[src/rtl/if_id_skid.sv]
// ---------------------------------------------------------------------------
// if_id_skid
//   IF/ID pipeline register with a valid/ready handshake, a 2-entry skid
//   buffer and a synchronous flush. It sits between instruction fetch and
//   decode.
//
//   in_ready is derived only from registered state, so there is no
//   combinational path from out_ready to in_ready. Full throughput is still
//   sustained under back-pressure because the skid entry catches the one
//   instruction that fetch may send while decode stalls.
//
// Ports
//   clk, rst_n             clock (rising edge), async active-low reset
//   in_valid / in_ready    fetch-side handshake
//   inst_i, inst_addr_i    fetched instruction and its address
//   flush_i                synchronous redirect; drops every held entry
//   out_valid / out_ready  decode-side handshake
//   inst_o, inst_addr_o    main entry, or NOP/0 when nothing is valid
//   flush_cnt              saturating count of valid entries dropped by flush
// ---------------------------------------------------------------------------
module if_id_skid #(
    parameter int                INST_W = 32,
    parameter int                ADDR_W = 32,
    parameter logic [INST_W-1:0] NOP    = INST_W'(32'h0000_0013),
    parameter int                CNT_W  = 8
) (
    input  logic              clk,
    input  logic              rst_n,
    input  logic              in_valid,
    output logic              in_ready,
    input  logic [INST_W-1:0] inst_i,
    input  logic [ADDR_W-1:0] inst_addr_i,
    input  logic              flush_i,
    output logic              out_valid,
    input  logic              out_ready,
    output logic [INST_W-1:0] inst_o,
    output logic [ADDR_W-1:0] inst_addr_o,
    output logic [CNT_W-1:0]  flush_cnt
);

    // EMPTY: nothing held. ONE: main only. FULL: main and skid.
    // The main entry is always older than the skid entry.
    typedef enum logic [1:0] {
        S_EMPTY = 2'd0,
        S_ONE   = 2'd1,
        S_FULL  = 2'd2
    } state_e;

    state_e             state_q,     state_d;
    logic [INST_W-1:0]  main_inst_q, main_inst_d;
    logic [ADDR_W-1:0]  main_addr_q, main_addr_d;
    logic [INST_W-1:0]  skid_inst_q, skid_inst_d;
    logic [ADDR_W-1:0]  skid_addr_q, skid_addr_d;
    logic [CNT_W-1:0]   flush_cnt_q, flush_cnt_d;

    logic               accept;
    logic               take;
    logic [1:0]         drop_n;
    logic [CNT_W:0]     cnt_sum;

    // Handshake signals depend only on the registered state.
    assign in_ready  = (state_q != S_FULL);
    assign out_valid = (state_q != S_EMPTY);
    assign accept    = in_valid & in_ready;
    assign take      = out_valid & out_ready;

    // Only the main entry ever reaches decode. The skid entry becomes
    // visible only after it has been promoted into main.
    assign inst_o      = out_valid ? main_inst_q : NOP;
    assign inst_addr_o = out_valid ? main_addr_q : '0;
    assign flush_cnt   = flush_cnt_q;

    always_comb begin
        state_d     = state_q;
        main_inst_d = main_inst_q;
        main_addr_d = main_addr_q;
        skid_inst_d = skid_inst_q;
        skid_addr_d = skid_addr_q;
        flush_cnt_d = flush_cnt_q;
        drop_n      = 2'd0;
        cnt_sum     = '0;

        if (flush_i) begin
            // A main entry that decode takes in the flush cycle counts as
            // consumed, not dropped. Any input accepted this cycle is lost
            // on purpose, because the redirect makes it stale.
            drop_n  = 2'((state_q != S_EMPTY) && !take) + 2'(state_q == S_FULL);
            cnt_sum = {1'b0, flush_cnt_q} + (CNT_W+1)'(drop_n);
            flush_cnt_d = cnt_sum[CNT_W] ? '1 : cnt_sum[CNT_W-1:0];
            state_d = S_EMPTY;
        end else begin
            unique case (state_q)
                S_EMPTY: begin
                    if (accept) begin
                        state_d     = S_ONE;
                        main_inst_d = inst_i;
                        main_addr_d = inst_addr_i;
                    end
                end
                S_ONE: begin
                    if (accept && take) begin
                        main_inst_d = inst_i;
                        main_addr_d = inst_addr_i;
                    end else if (accept) begin
                        state_d     = S_FULL;
                        skid_inst_d = inst_i;
                        skid_addr_d = inst_addr_i;
                    end else if (take) begin
                        state_d     = S_EMPTY;
                    end
                end
                S_FULL: begin
                    // No accept is possible here because in_ready is low.
                    if (take) begin
                        state_d     = S_ONE;
                        main_inst_d = skid_inst_q;
                        main_addr_d = skid_addr_q;
                    end
                end
                default: state_d = S_EMPTY;
            endcase
        end
    end

    // Data registers are also reset, so that no X can reach the outputs.
    always_ff @(posedge clk or negedge rst_n) begin
        if (!rst_n) begin
            state_q     <= S_EMPTY;
            main_inst_q <= '0;
            main_addr_q <= '0;
            skid_inst_q <= '0;
            skid_addr_q <= '0;
            flush_cnt_q <= '0;
        end else begin
            state_q     <= state_d;
            main_inst_q <= main_inst_d;
            main_addr_q <= main_addr_d;
            skid_inst_q <= skid_inst_d;
            skid_addr_q <= skid_addr_d;
            flush_cnt_q <= flush_cnt_d;
        end
    end

endmodule

[config.mk]
export PLATFORM = sky130hd
export DESIGN_NAME = if_id_skid
export DESIGN_NICKNAME = d
export VERILOG_FILES = /design/src/rtl/if_id_skid.sv
export SDC_FILE = /design/constraint.sdc
export NUM_CORES = 1
export LEC_CHECK = 0
export ABC_AREA = 1
export CORE_MARGIN = 2
export CORE_UTILIZATION = 38
export CTS_CLUSTER_DIAMETER = 80
export DETAILED_ROUTE_END_ITERATION = 10
export GPL_TIMING_DRIVEN = 0
export PLACE_DENSITY = 0.73
export SLEW_MARGIN = 20
export SYNTH_ARGS = -nofsm -noshare
export SYNTH_HDL_FRONTEND = slang
export SYNTH_SLANG_ARGS = --single-unit
[constraint.sdc]
create_clock -name clk -period 1.9 [get_ports clk]
set_input_delay 0.475 -clock clk [delete_from_list [all_inputs] [get_ports clk]]
set_output_delay 0.475 -clock clk [all_outputs]
set_load 0.03 [all_outputs]
=== Word-level counts from Yosys, hierarchy flattened ===
Cells that the tools add are included.

* $add $sub $neg: 2
* $mul: 0
* Div/mod/pow operators: 0
* Magnitude comparators: 0
* Equality and inequality tests: 10
* Shift operators: 0
* Mux-type cells: 18
* Bitwise logic cells: 4
* Reduce and logical (&&, ||, !) cells: 9

{| class="wikitable"
|+ Operators by type and width
! kind !! count
|-
| two-way mux 32 bit || 8
|-
| case mux 32 bit (3 select lines) || 2
|-
| two-way mux 2 bit || 6
|-
| adder 8 x 2 -> 9 bit || 1
|-
| != test 3 bit, second input constant || 3
|-
| two-way mux 8 bit || 1
|-
| != test 2 bit, second input constant || 4
|-
| AND reduction 4 bit || 2
|-
| case mux 2 bit (3 select lines) || 1
|-
| AND reduction 5 bit || 1
|-
| != test 4 bit, second input constant || 1
|-
| nonzero test 3 bit || 1
|-
| adder 1 x 1 -> 2 bit || 1
|-
| bitwise AND 1 bit || 2
|-
| equality test 2 x 1 -> 1 bit, second input constant || 1
|-
| equality test 2 bit, second input constant || 1
|-
| logical AND 1 bit || 2
|-
| logical NOT 2 bit || 1
|-
| inverter 1 bit || 2
|-
| nonzero test 2 bit || 1
|-
| logical NOT 1 bit || 1
|}

* Flip-flop bits (word level): 138
* Bits in latches: 0
* Memory bits (writable): 0
* Memory bits (read-only): 0
* Input port bits: 69
* Output and inout port bits: 74
* Logic and storage cells: 49
* Memories kept: 0

=== Depth between registers and ports, before layout ===
Gate-level depths: netlist of run 1.

* Depth after elaboration: 7
* Mapped depth: 12
* Gate-level depth less buffers: 12

=== Worst setup path before layout of run 1 ===
No wires, ideal clock.

* Path type: register to register
* Start point: reg state_q[0]
* End point: reg flush_cnt_q[6], in the netlist flush_cnt[6]
* Arrival: 1.758 ns
* Data required time: 1.817 ns
* Slack: 0.060 ns
* Cell stages (with the launch flop): 12
* Path buffers: 0
* Path through: dfrtp_1 > inv_2 > nand2_2 > fa_1 > inv_1 > ha_1 > nand2_1 > nor2_1 > nand2_1 > nor2_1 > o21ai_0 > o21ai_0

* Word-level cells in the longest chain between the ends: 7

{| class="wikitable"
|+ RTL lines
! item !! RTL line !! RTL
|-
| start, declared || 49 || <nowiki>state_e state_q, state_d;</nowiki>
|-
| start signal, assigned || 135 || <nowiki>state_q <= state_d;</nowiki>
|-
| nonzero test 2 bit || 63, 87 ||
|-
| bitwise AND 1 bit || 65 || <nowiki>assign take = out_valid & out_ready;</nowiki>
|-
| logical NOT 1 bit || 87 || <nowiki>drop_n = 2'((state_q != S_EMPTY) && !take) + 2'(state_q == S_FULL);</nowiki>
|-
| logical AND 1 bit || 87 ||
|-
| adder 1 x 1 -> 2 bit (*) || 87 ||
|-
| adder 8 x 2 -> 9 bit (*) || 88 || <nowiki>cnt_sum = {1'b0, flush_cnt_q} + (CNT_W+1)'(drop_n);</nowiki>
|-
| two-way mux 8 bit (*) || 89 || <nowiki>flush_cnt_d = cnt_sum[CNT_W] ? '1 : cnt_sum[CNT_W-1:0];</nowiki>
|-
| end signal, assigned || 140 || <nowiki>flush_cnt_q <= flush_cnt_d;</nowiki>
|-
| end, declared || 54 || <nowiki>logic [CNT_W-1:0] flush_cnt_q, flush_cnt_d;</nowiki>
|}

Every way passes the cells marked *; elsewhere a longest branch is shown, timed or not.
A chain may end at the register's enable or synchronous reset.

=== Final worst setup path of run 1 ===
* Start point: reg state_q[1]
* End point: out inst_o[31]

* Word-level cells in the longest chain between the ends: 2

{| class="wikitable"
|+ RTL lines
! item !! RTL line !! RTL
|-
| nonzero test 2 bit || 63 || <nowiki>assign out_valid = (state_q != S_EMPTY);</nowiki>
|-
| two-way mux 32 bit || 69 || <nowiki>assign inst_o = out_valid ? main_inst_q : NOP;</nowiki>
|-
| end, declared || 36 || <nowiki>output logic [INST_W-1:0] inst_o,</nowiki>
|}

No other way between the ends.

==> summary.md, run 1 <==
| Metric | Value |
|---|---|
| Critical Path AT | `1590 ps` |
| First-pass GRT wire length | `28300 um` |
| Maximum VDD drop | `0.630 mV` |
| Worst Tran Pin Value | `543 ps` |
| Clock root buffer | `clkbuf_16` |
| Die height | `137 um` |
| YS warnings | `0` |
| Clock sinks | `138` |
| Reg-to-reg endpoint | `flush_cnt[1]` |
| Worst Path Max Fanout | `6` |
| Initial Utilization | `0.388` |
| Netlist cell types | `27` |
| Area Overhead vs Synth | `41.2%` |
| Final Cycle Share | `1.09` |
| Routed length per instance | `14.5 um` |
| Worst Setup Path Type | `reg -> out` |
| Initial antenna violation count | `0` |
| Outcome | `finished, violations left` |
| Inst Count DP | `1197` |
| Ports | `143` |
| Nets | `1076` |
| Final setup violation count | `66` |
| Register area share after synthesis | `0.514` |
| Max clock buf depth | `2` |
| Most frequent cells in the layout | `nand2_1, dfrtp_1, inv_1` |
| Core Box Area | `17300 um2` |
| Crit start category | `register` |
| Syn Nets | `901` |
| Violated checks | `negative setup slack` |
| Most common cell after layout, fill and taps aside | `nand2_1` |
| CTS buffer count | `17` |
| Worst reg-to-reg setup slack | `-10 ps` |
| Ant. Diodes | `0` |
| IO buf count | `141` |
| TritonCTS clock tree | `yes` |
| Placer Congestion | `0.847` |
| Setup TNS | `-9330 ps` |
| Final Non-Filler Cells | `1242` |
| Final Max Tran Viols | `0` |
| Final min period | `2070 ps` |
| Hold Path Class | `in -> async` |
| Upper clock frequency limit | `484 MHz` |
| FF-to-FF Start | `state_q[0]` |
| Clk_skew | `6.76 ps` |
| Setup WS post-layout | `-168 ps` |
| Layout cells sized above 1 | `0.247` |
| Post-DR vias/cell | `4.67` |
| Via count | `5802` |
| Largest net degree at the start of global routing | `73` |
| Number of max-cap violations | `0` |
| Hold buffers post-CTS | `0` |
| WP data required | `1420 ps` |
| Clock slew at reported path FFs | `60 ps` |
| LEAKAGE | `4.61 nW` |
| Crit. Startpoint | `state_q[1]` |
| Number of global-route vias before repair | `5629` |
| RSZ-0062 raised after global routing | `yes` |
| Final hold violation count | `0` |
| Max H-tree Level | `4` |
| DR DRC count | `0` |
| Remaining antenna violation count | `0` |
| R2R depth | `9` |
| Post-DP HPWL | `11900 um` |
| Num rows | `48` |
| Worst Setup End Kind | `primary output` |
| Clk_lat worst skew | `420 ps` |
| Power Dens Cells | `1170 nW/um2` |
| First DRT Iteration DRCs | `334` |
| Cell Area, Synth | `6720 um2` |
| Slew HR | `0.638` |
| All-Layer GR Usage | `0.196` |
| Grt total ovfl | `0` |
| Detailed Route WL | `18000 um` |
| Full die area | `18800 um2` |
| First-pass iteration count of the detailed router | `5` |
| Cells after Synth | `830` |
| Critical path destination | `inst_o[31]` |
| Die W | `137 um` |
| #FFs+latches synth | `138` |
| Syn_area_per_cell | `8.10 um2` |
-- worst min path at each step --
| stage | startpoint | slack, ps | endpoint | cells after the start |
|---|---|---|---|---|
| 2_1_floorplan | rst_n | 180 | flush_cnt[0] | 0 |
| 3_3_place_gp | main_inst_q[13] | 470 | main_inst_q[13] | 2 |
| 3_5_place_dp | rst_n | 470 | flush_cnt[6] | 1 |
| 4_1_cts | rst_n | 30 | flush_cnt[4] | 1 |
| 5_1_grt | rst_n | 30 | flush_cnt[4] | 1 |
| 6_report | rst_n | 20 | flush_cnt[4] | 1 |
-- logic make-up after synthesis --
| group | count (synthesis) | share of synthesized area |
|---|---|---|
| adder cells (fa/ha/maj) | 2 | 0.00484 |
| AO/OA/AOI/OAI | 201 | 0.170 |
| flip-flops | 138 | 0.514 |
| AND/OR/NAND/NOR | 300 | 0.181 |
| buffers and inverters | 187 | 0.128 |
| XOR/XNOR | 2 | 0.00261 |
-- registers in the layout, indices dropped and copies added (netlist names) --
signal	cells
main_inst_q	32
skid_addr_q	32
state_q	2
skid_inst_q	32
main_addr_q	32
flush_cnt	8
-- critical path, stage by stage, from the launching register on --
cell	delay, ps
dfrtp_2	420
nor2_4	200
clkbuf_16	220
clkbuf_16	170
nor2_4	40
buf_6	130
-- cell type report --
| cell class | instances | area [um2] |
|---|---|---|
| clock buffer | 23 | 478 |
| timing repair buffer | 156 | 1560 |
| sequential | 138 | 3460 |
| inverter | 137 | 519 |
| tap | 225 | 282 |
| buffer | 50 | 488 |
| clock inverter | 8 | 118 |
| multi-input combinational | 505 | 2590 |
| fill | 1597 | 7810 |
-- layer usage --
layer	track usage	vias up	routed length (um)
li1	-	2912	-
met1	0.267	2721	8310
met2	0.310	148	8380
met3	0.0396	21	936
met4	0.0739	0	341
met5	0	-	0
-- what timing repair did --
item,in CTS,in global routing
pin swaps,2,7
setup endpoints to repair,85,102
gates cloned,2,5
gates resized for setup,460,82
buffers inserted,6,1
-- Yosys cell counts (all sizes together) --
library cell / instances / area share
a21oi: 40 / 0.030
buf: 32 / 0.040
clkbuf: 18 / 0.011
dfrtp: 138 / 0.51
fa: 1 / 0.0030
ha: 1 / 0.0019
inv: 137 / 0.077
nand2: 178 / 0.11
nand3: 5 / 0.0037
nand3b: 2 / 0.0022
nand4: 3 / 0.0028
nor2: 108 / 0.061
nor3: 1 / 0.00074
o21a: 25 / 0.028
o21ai: 136 / 0.11
or2: 3 / 0.0028
xnor2: 1 / 0.0013
xor2: 1 / 0.0013
-- power breakdown --
group | internal, mW | switching, mW | leakage, nW
clock network | 2.15 | 1.21 | 0.293
logic | 1.48 | 2.02 | 2.69
registers | 3.81 | 0.455 | 1.63
total | 7.44 | 3.69 | 4.61
-- stage by stage --
stage	utilization	instance area (um2)	hold slack (ps)	total power, mW	setup WS (ps)
floorplan	-	6720	179	6.20	59.8
global route	0.548	9490	32.1	11.8	-225
CTS	0.530	9170	25.4	10.9	-199
detailed placement	0.488	8440	469	7.41	-1070
global placement	0.486	8410	467	7.33	-5370
finish	0.548	9490	15.2	11.1	-168
Power figures use the tool's default switching activity.
==> inputs of run 2 (changes only) <==
- ABC_AREA: 1 -> default
- CORE_MARGIN: 2 -> default
- GPL_TIMING_DRIVEN: 0 -> default
==> run 2 against run 1 <==
Net effect: the run still ends with negative setup slack left; routed wire length shrank 9.4%; sequential share of layout area shrank 0.34 points; register-to-register slack about the same; utilization increased by 2.4 points; non-clock buffer count decreased by 9; clock power is 4% lower; combinational power down 28%; final cell count decreased by 18%; first-iteration DRC count fell by 37%; global-route usage is 1.9 points lower; worst setup slack better by 6.1 ps; critical path type unchanged; highest routed layer unchanged.
==> summary.md, run 2 <==
| Metric | Value |
|---|---|
| Ant. Diodes | `0 (unchanged)` |
| Post-DR vias/cell | `4.81 (+2.9%)` |
| Number of flops mapped to enable cells by yosys | `0 (unchanged)` |
| Most frequent cells in the layout | `nand2_1, dfrtp_1, mux2_2` |
| DR DRC count | `0 (unchanged)` |
| WP data required | `1420 ps (about the same)` |
| Syn Nets | `679 (-25%)` |
| Most common cell after layout, fill and taps aside | `nand2_1` |
| Ys flop type | `dfrtp_1` |
| Most frequent cell after synthesis | `nand2_1` |
| Post-synth ARST share | `1.00 (unchanged)` |
| Netlist cell types | `31 (+15%)` |
| Crit start category | `register` |
| Final setup violation count | `65 (-1.5%)` |
| Hold Path Class | `reg -> reg` |
| Largest cells by area after synthesis | `dfrtp_1, mux2_2, nand2_1, and2_1, buf_2` |
| Max clock buf depth | `2 (unchanged)` |
| Syn_area_per_cell | `10.8 um2 (+33%)` |
| Final Max Tran Viols | `0 (unchanged)` |
| Final min period | `2060 ps (-6.09 ps)` |
| RSZ-0062 raised after global routing | `yes` |
| First-pass GRT wire length | `24700 um (-13%)` |
| Largest net degree at the start of global routing | `66 (-9.6%)` |
| Layout cells sized above 1 | `0.403 (+0.156)` |
| Num rows | `47 (-2.1%)` |
| Max Used Layer | `met4` |
| Final hold violation count | `0 (unchanged)` |
| YS warnings | `0 (unchanged)` |
| Maximum VDD drop | `0.629 mV (about the same)` |
| Most common library cells after synthesis | `nand2_1, dfrtp_1, mux2_2, and2_1, buf_2` |
| Place WS | `-392 ps (+673 ps)` |
| Register area share after synthesis | `0.527 (+0.0128)` |
| Placer Congestion | `0.773 (-8.8%)` |
| Sequential Area | `3450 um2 (about the same)` |
| Routed length per instance | `15.9 um (+10%)` |
| Full die area | `17800 um2 (-5.2%)` |
| Met2 wire len | `8160 um (-2.6%)` |
| Grt total ovfl | `0 (unchanged)` |
| Nets | `860 (-20%)` |
| Number of max-cap violations | `0 (unchanged)` |
| Cells after Synth | `608 (-27%)` |
| Clk_lat worst skew | `420 ps (about the same)` |
| Worst Setup End Kind | `primary output` |
| Outcome | `finished, violations left` |
| CTS buffer count | `17 (unchanged)` |
| Worst Path Max Fanout | `29 (+23)` |
| Post-DP HPWL | `9810 um (-18%)` |
| Synth top area share | `0.527 (+0.0128)` |
| Upper clock frequency limit | `485 MHz (+0.30%)` |
| Slew HR | `0.488 (-0.149)` |
| Clock sinks | `138 (unchanged)` |
| Area Overhead vs Synth | `45.9%` |
| #FFs+latches synth | `138 (unchanged)` |
| Setup WS post-layout | `-162 ps (+6.09 ps)` |
| TritonCTS clock tree | `yes` |
| Number of global-route vias before repair | `4950 (-12%)` |
| Power Dens Cells | `1030 nW/um2 (-12%)` |
| Die W | `133 um (-2.6%)` |
| # fillers | `1437 (-10%)` |
| Worst Setup Path Type | `reg -> out` |
| Initial antenna violation count | `0 (unchanged)` |
| Detailed Route WL | `16300 um (-9.4%)` |
| First-pass iteration count of the detailed router | `4 (-1)` |
| First DRT Iteration DRCs | `209 (-37%)` |
| Met1 Wirelength | `7310 um (-12%)` |
| IO buf count | `142 (+0.71%)` |
| Ports | `143 (unchanged)` |
| Die height | `133 um (-2.6%)` |
| Cell Area, Synth | `6560 um2 (-2.4%)` |
| Final Cycle Share | `1.09 (-0.00320)` |
| Worst Tran Pin Value | `768 ps (+224 ps)` |
| Clk_skew | `5.93 ps (-0.830 ps)` |
| Fin area | `9570 um2 (+0.86%)` |
| Clock slew at reported path FFs | `50 ps (about the same)` |
| Violated checks | `negative setup slack` |
| Core Box Area | `16700 um2 (-3.4%)` |
| Max H-tree Level | `4 (unchanged)` |
| Largest area contributor in the netlist | `dfrtp_1` |
| Initial Utilization | `0.393 (+0.00411)` |
| Met3 WL post-DR | `637 um (-32%)` |
| DP Area | `8270 um2 (-2.1%)` |
| Remaining antenna violation count | `0 (unchanged)` |
| Via count | `4911 (-15%)` |
| Critical Path AT | `1590 ps (about the same)` |
| LEAKAGE | `4.54 nW (-1.6%)` |
| All-Layer GR Usage | `0.177 (-0.0192)` |
| Area of the multi-input gates | `3130 um2 (+21%)` |
| Clock root buffer | `clkbuf_16` |
## run 2: cell types whose count changed after synthesis, moves of 25 or more
| cell | before | now |
|---|---|---|
| a21oi_1 | 40 | 3 |
| o21ai_1 | 25 | 0 |
| inv_1 | 134 | 3 |
| nor2_1 | 106 | 3 |
| nand2_1 | 157 | 200 |
| mux2_2 | 0 | 123 |
| o21ai_0 | 91 | 2 |
| and2_1 | 0 | 64 |
## run 2: layout make-up
class,instances,area share
Inverter,3,0.00118
Timing Repair Buffer,197,0.222
Sequential cell,138,0.361
Multi-Input combinational cell,432,0.327
Clock inverter,8,0.00968
Clock buffer,24,0.0503
Tap cell,220,0.0288
## run 2: kinds of logic after synthesis
kind of cell | after synthesis | synth area share
multiplexers | 129 | 0.221
buffers and inverters | 38 | 0.0332
adder cells (fa/ha/maj) | 2 | 0.00496
AO/OA/AOI/OAI | 13 | 0.0145
XOR/XNOR | 2 | 0.00267
flip-flops | 138 | 0.527
AND/OR/NAND/NOR | 286 | 0.197
## run 2: critical path, stage by stage, from the launching register on
cell     delay (ps)
dfrtp_1         370
or2_4           300
buf_12          170
and2_1          180
buf_6           140
## run 2: power by group
part | total [mW] | internal, mW | switching [mW]
registers | 4.08 | 3.67 | 0.416
clock network | 3.22 | 2.02 | 1.20
logic | 2.52 | 1.41 | 1.12
total | 9.83 | 7.10 | 2.73
## run 2: timing repair
| item | in CTS | in global routing |
|---|---|---|
| cloned | 0 | 7 |
| resized for setup | 89 | 63 |
| pin swaps | 2 | 3 |
| hold endpoints to repair | 7 | 0 |
| buffers inserted | 3 | 8 |
| hold buffers | 1 | 0 |
| endpoints found under the setup margin | 73 | 198 |
## run 2: worst paths after layout
path	startpoint	end	slack, ps	depth (start not counted)
min in group asynchronous	rst_n	skid_inst_q[25]	560	2
worst min register to register	main_inst_q[28]	main_inst_q[28]	490	1
max in group asynchronous	rst_n	flush_cnt[0]	760	3
worst max register to register	state_q[1]	skid_inst_q[14]	-10	7
worst max-delay path	state_q[0]	inst_o[7]	-160	4
worst min-delay path	main_inst_q[28]	main_inst_q[28]	490	1
## run 2: per-layer routing
metal / track usage / vias up
li1: - / 2344
met1: 0.221 / 2446
met2: 0.300 / 107
met3: 0.0422 / 14
met4: 0.0606 / 0
met5: 0 / -
## run 2: metrics by stage
step | hold WS, ps | power [mW] | util | instances | setup TNS (ps)
floorplan | 179 | 5.41 | - | 608 | 0
global placement | 451 | 6.22 | 0.495 | 971 | -43150
detailed placement | 448 | 6.30 | 0.495 | 971 | -48980
CTS | 488 | 9.68 | 0.548 | 1007 | -9900
global route | 507 | 10.3 | 0.573 | 1022 | -13430
finish | 487 | 9.83 | 0.573 | 1022 | -9000
